[config.mk]
export PLATFORM = sky130hd
export DESIGN_NAME = lfsr_scramble_sync_ctrl
export DESIGN_NICKNAME = d
export VERILOG_FILES = /design/src/rtl/lfsr_scramble_sync_ctrl.sv
export SDC_FILE = /design/constraint.sdc
export NUM_CORES = 1
export LEC_CHECK = 0
export BUFFER_PORTS_ARGS = -buffer_cell sky130_fd_sc_hd__buf_4
export CAP_MARGIN = 25
export CORE_ASPECT_RATIO = 0.75
export CORE_MARGIN = 4
export CORE_UTILIZATION = 50
export CTS_CLUSTER_SIZE = 16
export DETAILED_ROUTE_END_ITERATION = 8
export GPL_TIMING_DRIVEN = 0
export PLACE_DENSITY = 0.73
export SYNTH_ARGS = -nofsm -noshare
export SYNTH_HDL_FRONTEND = slang
export SYNTH_SLANG_ARGS = --single-unit
[constraint.sdc]
create_clock -name clk -period 2.8 [get_ports clk]
set_input_delay 0.56 -clock clk [delete_from_list [all_inputs] [get_ports clk]]
set_output_delay 0.56 -clock clk [all_outputs]
set_load 0.01 [all_outputs]
[src/rtl/lfsr_scramble_sync_ctrl.sv]
//------------------------------------------------------------------------------
// lfsr_scramble_sync_ctrl : valid/ready scrambling stage with periodic sync-word
//                           insertion and scrambler reseed for receiver realign
// Revision : 1.0
//------------------------------------------------------------------------------
`default_nettype none

module lfsr_scramble #(
    parameter int                    DATA_WIDTH  = 64,
    parameter int                    LFSR_WIDTH  = 58,
    parameter logic [LFSR_WIDTH-1:0] LFSR_POLY   = 58'h8000000001,
    parameter logic [LFSR_WIDTH-1:0] LFSR_INIT   = {LFSR_WIDTH{1'b1}},
    parameter string                 LFSR_CONFIG = "FIBONACCI",
    parameter bit                    REVERSE     = 1'b1,
    parameter string                 STYLE       = "AUTO"
) (
    input  logic                  clk,
    input  logic                  rst,
    input  logic [DATA_WIDTH-1:0] data_in,
    input  logic                  data_in_valid,
    output logic [DATA_WIDTH-1:0] data_out
);

    localparam int BW     = (DATA_WIDTH > 1) ? $clog2(DATA_WIDTH) : 1;
    localparam bit GALOIS = (LFSR_CONFIG == "GALOIS");

    logic [LFSR_WIDTH-1:0] state_reg;
    logic [DATA_WIDTH-1:0] out_reg;

    // Self-synchronising scrambler: the LFSR is fed with its own output bits.
    function automatic logic [LFSR_WIDTH+DATA_WIDTH-1:0] scramble_word(
        input logic [LFSR_WIDTH-1:0] s_in,
        input logic [DATA_WIDTH-1:0] d
    );
        logic [LFSR_WIDTH-1:0] s;
        logic [DATA_WIDTH-1:0] o;
        logic [BW-1:0]         b;
        logic                  fb;
        s  = s_in;
        o  = '0;
        fb = 1'b0;
        for (int i = 0; i < DATA_WIDTH; i++) begin
            b = BW'((REVERSE != 1'b0) ? i : DATA_WIDTH - 1 - i);
            if (GALOIS) begin
                o[b] = d[b] ^ s[LFSR_WIDTH-1];
                s    = {s[LFSR_WIDTH-2:0], 1'b0} ^ (o[b] ? LFSR_POLY : '0);
            end else begin
                fb   = s[LFSR_WIDTH-1] ^ (^(s[LFSR_WIDTH-2:0] & LFSR_POLY[LFSR_WIDTH-1:1]));
                o[b] = d[b] ^ fb;
                s    = {s[LFSR_WIDTH-2:0], o[b]};
            end
        end
        return {s, o};
    endfunction

    // Every implementation style resolves to the same unrolled loop.
    generate
        if (STYLE != "AUTO" && STYLE != "LOOP" && STYLE != "REDUCTION") begin : g_style_other
        end
    endgenerate

    always_ff @(posedge clk) begin
        if (rst) begin
            state_reg <= LFSR_INIT;
            out_reg   <= '0;
        end else if (data_in_valid) begin
            {state_reg, out_reg} <= scramble_word(state_reg, data_in);
        end
    end

    assign data_out = out_reg;

endmodule

module lfsr_scramble_sync_ctrl #(
    parameter int                    DATA_WIDTH  = 64,
    parameter int                    LFSR_WIDTH  = 58,
    parameter logic [LFSR_WIDTH-1:0] LFSR_POLY   = 58'h8000000001,
    parameter logic [LFSR_WIDTH-1:0] LFSR_INIT   = {LFSR_WIDTH{1'b1}},
    parameter string                 LFSR_CONFIG = "FIBONACCI",
    parameter bit                    REVERSE     = 1'b1,
    parameter string                 STYLE       = "AUTO",
    parameter int                    SYNC_PERIOD = 1024,
    parameter logic [DATA_WIDTH-1:0] SYNC_WORD   = 64'h78F0_78F0_78F0_78F0
) (
    input  logic                  clk,
    input  logic                  rst,
    input  logic [DATA_WIDTH-1:0] s_axis_tdata,
    input  logic                  s_axis_tvalid,
    output logic                  s_axis_tready,
    output logic [DATA_WIDTH-1:0] m_axis_tdata,
    output logic                  m_axis_tvalid,
    input  logic                  m_axis_tready,
    output logic                  m_axis_tsync,
    input  logic                  force_sync,
    output logic [15:0]           sync_count
);

    localparam int              CW     = $clog2(SYNC_PERIOD + 1);
    localparam logic [CW-1:0]   LAST   = CW'(SYNC_PERIOD - 1);
    localparam logic [0:0]      S_SYNC = 1'b0;
    localparam logic [0:0]      S_RUN  = 1'b1;

    logic [0:0]            state;
    logic [0:0]            state_next;
    logic [CW-1:0]         word_cnt;
    logic                  force_pend;
    logic                  inflight;
    logic                  accept;
    logic                  pop;
    logic                  sync_write;
    logic                  fifo_wr;
    logic [DATA_WIDTH:0]   fifo_wdata;
    logic [DATA_WIDTH:0]   fifo_mem [4];
    logic [DATA_WIDTH:0]   fifo_head;
    logic [1:0]            wr_ptr;
    logic [1:0]            rd_ptr;
    logic [2:0]            fifo_count;
    logic [DATA_WIDTH-1:0] scr_out;

    assign accept = s_axis_tvalid & s_axis_tready;
    assign pop    = m_axis_tvalid & m_axis_tready;

    lfsr_scramble #(
        .DATA_WIDTH  (DATA_WIDTH),
        .LFSR_WIDTH  (LFSR_WIDTH),
        .LFSR_POLY   (LFSR_POLY),
        .LFSR_INIT   (LFSR_INIT),
        .LFSR_CONFIG (LFSR_CONFIG),
        .REVERSE     (REVERSE),
        .STYLE       (STYLE)
    ) u_scramble (
        .clk           (clk),
        .rst           (rst | sync_write),
        .data_in       (s_axis_tdata),
        .data_in_valid (accept),
        .data_out      (scr_out)
    );

    always_ff @(posedge clk) begin
        if (rst) begin
            state <= S_SYNC;
        end else begin
            state <= state_next;
        end
    end

    // A force request is honoured only after the word accepted alongside it.
    always_comb begin
        state_next = state;
        case (state)
            S_SYNC: if (sync_write) state_next = S_RUN;
            S_RUN:  if (force_pend || (accept && (word_cnt == LAST || force_sync)))
                        state_next = S_SYNC;
            default: state_next = S_SYNC;
        endcase
    end

    always_comb begin
        s_axis_tready = 1'b0;
        sync_write    = 1'b0;
        case (state)
            S_SYNC: sync_write    = !inflight && (fifo_count < 3'd4);
            S_RUN:  s_axis_tready = ({1'b0, fifo_count} + {3'b000, inflight}) <= 4'd2;
            default: ;
        endcase
    end

    always_ff @(posedge clk) begin
        if (rst) begin
            word_cnt   <= '0;
            force_pend <= 1'b0;
            inflight   <= 1'b0;
            sync_count <= '0;
        end else begin
            inflight <= accept;
            if (sync_write) begin
                word_cnt   <= '0;
                force_pend <= 1'b0;
                sync_count <= sync_count + 16'd1;
            end else begin
                if (force_sync) force_pend <= 1'b1;
                if (accept) word_cnt <= (state_next == S_SYNC) ? '0 : word_cnt + 1'b1;
            end
        end
    end

    // A sync is only written with nothing in flight, so the two sources never collide.
    assign fifo_wr    = inflight | sync_write;
    assign fifo_wdata = sync_write ? {1'b1, SYNC_WORD} : {1'b0, scr_out};

    always_ff @(posedge clk) begin
        if (fifo_wr) fifo_mem[wr_ptr] <= fifo_wdata;
    end

    always_ff @(posedge clk) begin
        if (rst) begin
            wr_ptr     <= '0;
            rd_ptr     <= '0;
            fifo_count <= '0;
        end else begin
            if (fifo_wr) wr_ptr <= wr_ptr + 2'd1;
            if (pop)     rd_ptr <= rd_ptr + 2'd1;
            fifo_count <= fifo_count + {2'b00, fifo_wr} - {2'b00, pop};
        end
    end

    assign fifo_head     = fifo_mem[rd_ptr];
    assign m_axis_tvalid = (fifo_count != 3'd0);
    assign m_axis_tdata  = m_axis_tvalid ? fifo_head[DATA_WIDTH-1:0] : '0;
    assign m_axis_tsync  = m_axis_tvalid & fifo_head[DATA_WIDTH];

endmodule

`default_nettype wire

Word level (Yosys, flattened, before mapping)
Memory sizes are Yosys's and may differ from the RTL's. A register that Yosys moved wholly into a read port is not among the register bits. Cells that the tools add are included.

Flip-flop bits (word level): 159. Memories kept: 1. Bits in writable memories: 260. Output and inout port bits: 83. Input port bits: 69. Logic and storage cells: 364.

Memory list: fifo_mem (depth 4, width 65, rd ports 1, clocked after Yosys merged registers in 1, wr ports 1, RTL line 114) `logic [DATA_WIDTH:0] fifo_mem [4];`.

$lt $le $gt $ge: 2. Bitwise logic cells: 134. Add/subtract/negate cells: 7. Reduce and logical (&&, ||, !) cells: 71. Muxes and demuxes: 138. Eq/ne operators: 1.

Operators with widths (count): 58-bit two-way mux (126); 57-bit XOR reduction (64); 1-bit bitwise XOR (128); 65-bit two-way mux (1); 64-bit two-way mux (1); 16-bit by 1-bit adder with 16-bit output (second input constant) (1); 11-bit by 1-bit adder with 11-bit output (second input constant) (1); 11-bit by 10-bit == test with 1-bit output (second input constant) (1); 11-bit two-way mux (1); 1-bit two-way mux (6); 2-bit by 1-bit adder with 2-bit output (second input constant) (2); 3-bit by 1-bit adder with 4-bit output (1); 4-bit by 2-bit <= comparator with 1-bit output (second input constant) (1); 2-bit two-way mux (2); 3-bit by 1-bit adder with 3-bit output (1); 1-bit AND (3); 3-bit less-than comparator (second input constant) (1); 3-bit nonzero test (1); 3-bit by 1-bit subtractor with 3-bit output (1); 1-bit logical AND (2); 1-bit logical OR (2); 1-bit OR (2); 1-bit case mux with 2 select lines (1); 2-bit OR reduction (1); 2 further kinds (2).

Depth between registers and ports, before layout
Word-level depth: 319. Gate-level depth with buffers: 9.

Modules after synthesis
Synthesis repeated with hierarchy kept, for this count alone.

Cell total of the unflattened synthesis: 1306. Area, all modules: 18206.2 µm².

Modules (own cells, without submodules): lfsr_scramble_sync_ctrl (instances 1, cells each 702, seq. area each 8588.2 µm², area an instance 12127.9 µm²); lfsr_scramble (instances 1, cells each 604, seq. area each 2442.3 µm², area an instance 6078.3 µm²).

Worst setup path after synthesis
OpenSTA, ideal clock, no wires.

Path type: register to register. Start: register state. End: memory fifo_mem[1][0] (netlist name), enable pin. Required time: 2.370 ns. Buffers on the path: 0. Data arrival time: 2.319 ns. Setup slack: 0.051 ns. Stages on the path, launching flop included: 3. Cells stage by stage: dfxtp_1 o21bai_1 and2_1.

Word-level cells in the longest chain between the ends: 4.

RTL lines: start: declaration (RTL line 104) `logic [0:0] state;`; start signal: assignment (RTL line 144) `state <= state_next;`; 1-bit two-way mux (RTL line 162) `case (state)`; 1-bit OR (RTL line 189) `assign fifo_wr = inflight | sync_write;`; net fifo_wr (RTL line 112) `logic fifo_wr;`; 1-bit two-way mux (RTL line 193) `if (fifo_wr) fifo_mem[wr_ptr] <= fifo_wdata;`; 1-bit two-way mux (implied by the code) (RTL line 193); end: declaration (RTL line 114).

The timed path passes the listed nets, and every way through them passes these cells.

==> out/results.txt <==
Reg2reg setup slack - 290 ps
Register area - 11000 um^2
Syn nets - 1366
All-layer global routing usage - 0.221
Cells after DPL - 1896
Setup-failing EPs final - 0
Multi-input logic area - 6130 um^2
Max cap viols - 0
IO Count - 152
Slew headroom - 0.482
CTS clock-pin slew for the worst setup and hold paths - 60 ps
Met2 WL post-DR - 20000 um
Gate Count Post-Synth - 1285
GPL Wtd Cong - 0.936
DR top layer - met4
Top FF cell, synth - edfxtp_1
Vias per cell - 5.54
Hold Crit Start - force_sync
First-pass DRT Iterations - 5
VDD IR max - 0.000609 V
Crit path DAT - 2150 ps
Util after Layout - 0.600
Clk sink count - 421
Avg Cell Area, Syn - 13.6 um^2
Hold Crit Class - in2reg
Fmax - 0.369 GHz
Post-route minimum period - 2710 ps
DRC - 0
Hold depth - 3
Critical path class - reg2out
Die X - 224 um
Vias - 11000
Pwr/cell area - 1020 nW/um^2
Final WL - 42200 um
Critical path endpoint category - output pin
Die area - 38100 um^2
Finished Layout Cells - 1980
Global-route wire length before repair - 64200 um
Die boundary height - 170 um
Seq cells post-synth - 421
Clk buf depth - 3
Layout cells sized above 1 - 0.226
Fillers - 2708
R2r worst-path depth - 8
CP Max Fanout - 10
Core area - 34600 um^2
Met3 wire length - 3050 um
Pre-CTS setup slack - -220 ps
Post-synthesis async set-or-reset flop share - 0
Largest net degree at the start of global routing - 38
Routed len/inst - 21.3 um
Final setup margin - 88.3 ps
Initial Util - 0.506
Wl on met1 - 18300 um
Vias in the first global route - 10800
Post-synth cell types - 50
Net count, final - 1570
Largest register FFs - 260
EDFF count, synth - 260
Total number of H-tree levels - 2
Area grow syn2layout - 18.6%
Synth warn - 0
RR Endpoint - u_scramble.data_out[42]
Leak - 7.49 nW
Worst slew pin tran - 777 ps
Setup TNS - 0 ps
Post-Place Cell Area - 19300 um^2
Hold Buf Count CTS - 0
Fin. Hold Viols - 0
CTS root buf - clkbuf_16
CTS tree - built
Final ANT Viol Nets - 0
Fin area - 20800 um^2
Iter 0 DRT Violations - 1150
Outcome - finished, final reports clean
Seq/Total Area, Yosys - 0.630
TritonCTS Buffers - 41
Clock skew - 21.6 ps
Crit share post-route - 0.968
I/O Buffers - 150
Mapped cell area - 17500 um^2
Worst EP required - 2240 ps
Worst setup SP type - flip-flop
Row Count - 59
R2r startpoint - inflight
Clock Latency Late Sink - 550 ps
Hold EP - force_pend
Post-detail-place hpwl - 30100 um
Max Slew Vio Count - 0
Initial antenna violation count - 0
GR Overflow Total - 0
-- cell families (layout without fill, tap and decap cells) --
family	Yosys count	after routing	synth area share
multiplexers	65	65	0.0836
flip-flops	421	421	0.630
other	0	1	0
adder cells (fa/ha/maj)	12	12	0.00900
AND/OR/NAND/NOR	417	417	0.120
buffers and inverters	81	318	0.0206
XOR/XNOR	126	126	0.0870
AO/OA/AOI/OAI	163	163	0.0495
-- cells in the final DEF (no fill, tap or decap), drive strengths merged, types with 43 or more instances in the layout --
master | synthesis | final
nand2 | 189 | 189
dfxtp | 161 | 161
buf | 42 | 201
clkbuf | 29 | 90
nand2b | 43 | 43
mux4 | 65 | 65
xnor2 | 69 | 69
a21oi | 135 | 135
and2 | 101 | 101
edfxtp | 260 | 260
-- cell usage after synthesis (all sizes together) (2+ instances only) --
cell	count	area share
a21oi	135	0.039
a31oi	9	0.0036
and2	101	0.036
and3	6	0.0021
and4	4	0.0020
buf	42	0.012
clkbuf	29	0.0062
dfxtp	161	0.18
edfxtp	260	0.45
ha	11	0.0079
inv	9	0.0019
mux4	65	0.084
nand2	189	0.041
nand2b	43	0.015
nand3	15	0.0043
nand4	8	0.0032
nor2	27	0.0058
nor2b	2	0.00071
o21ai	10	0.0029
or3	10	0.0039
or4	4	0.0017
xnor2	69	0.035
xnor3	24	0.031
xor2	27	0.014
xor3	6	0.0081
-- layout make-up --
type                            instances  area share
Sequential cell                       421       0.531
Multi-Input combinational cell        783       0.295
Timing Repair Buffer                  161      0.0606
Clock buffer                           59      0.0571
Tap cell                              457      0.0275
Buffer                                 71      0.0210
Clock inverter                         17     0.00560
Inverter                               10     0.00187
Antenna cell                            1    0.000120
-- how the worst max path moves through the flow --
stage,cells past startpoint,end
detailed placement,5,m_axis_tdata[40]
finish,5,m_axis_tdata[57]
global placement,2,fifo_mem[1][33]
CTS,5,m_axis_tdata[47]
floorplan,2,fifo_mem[1][0]
global route,5,m_axis_tdata[15]
-- through the flow --
| stage | hold slack (ps) | power [W] |
|---|---|---|
| 2_1_floorplan | 416 | 0.0130 |
| 3_3_place_gp | 434 | 0.0152 |
| 3_5_place_dp | 442 | 0.0158 |
| 4_1_cts | 271 | 0.0212 |
| 5_1_grt | 293 | 0.0222 |
| 6_report | 294 | 0.0211 |
-- timing repair --
item,in CTS,in global routing
pin swaps,0,1
endpoints found under the setup margin,56,58
buffers inserted,0,7
resized for setup,27,18
-- metal layers --
metal  vias to the layer above  global-route usage
met1                      5515               0.317
met2                       368               0.355
met5                         -                   0
met4                         0              0.0520
li1                       5026                   -
met3                        53              0.0454
-- report_power, final --
group	switching, W	total (W)	leakage, nW	internal [W]
Clock	0.00228	0.00533	0.645	0.00305
Combinational	0.00376	0.00701	3.10	0.00325
Sequential	0.000439	0.00877	3.75	0.00833
Total	0.00648	0.0211	7.49	0.0146
-- worst max-delay path: stages, from the launching register on --
cell and delay (ps):
dfxtp_1 330, clkbuf_4 290, clkbuf_4 300, mux4_2 370, and2_1 190, buf_4 140
(Power assumes the default switching activity.)
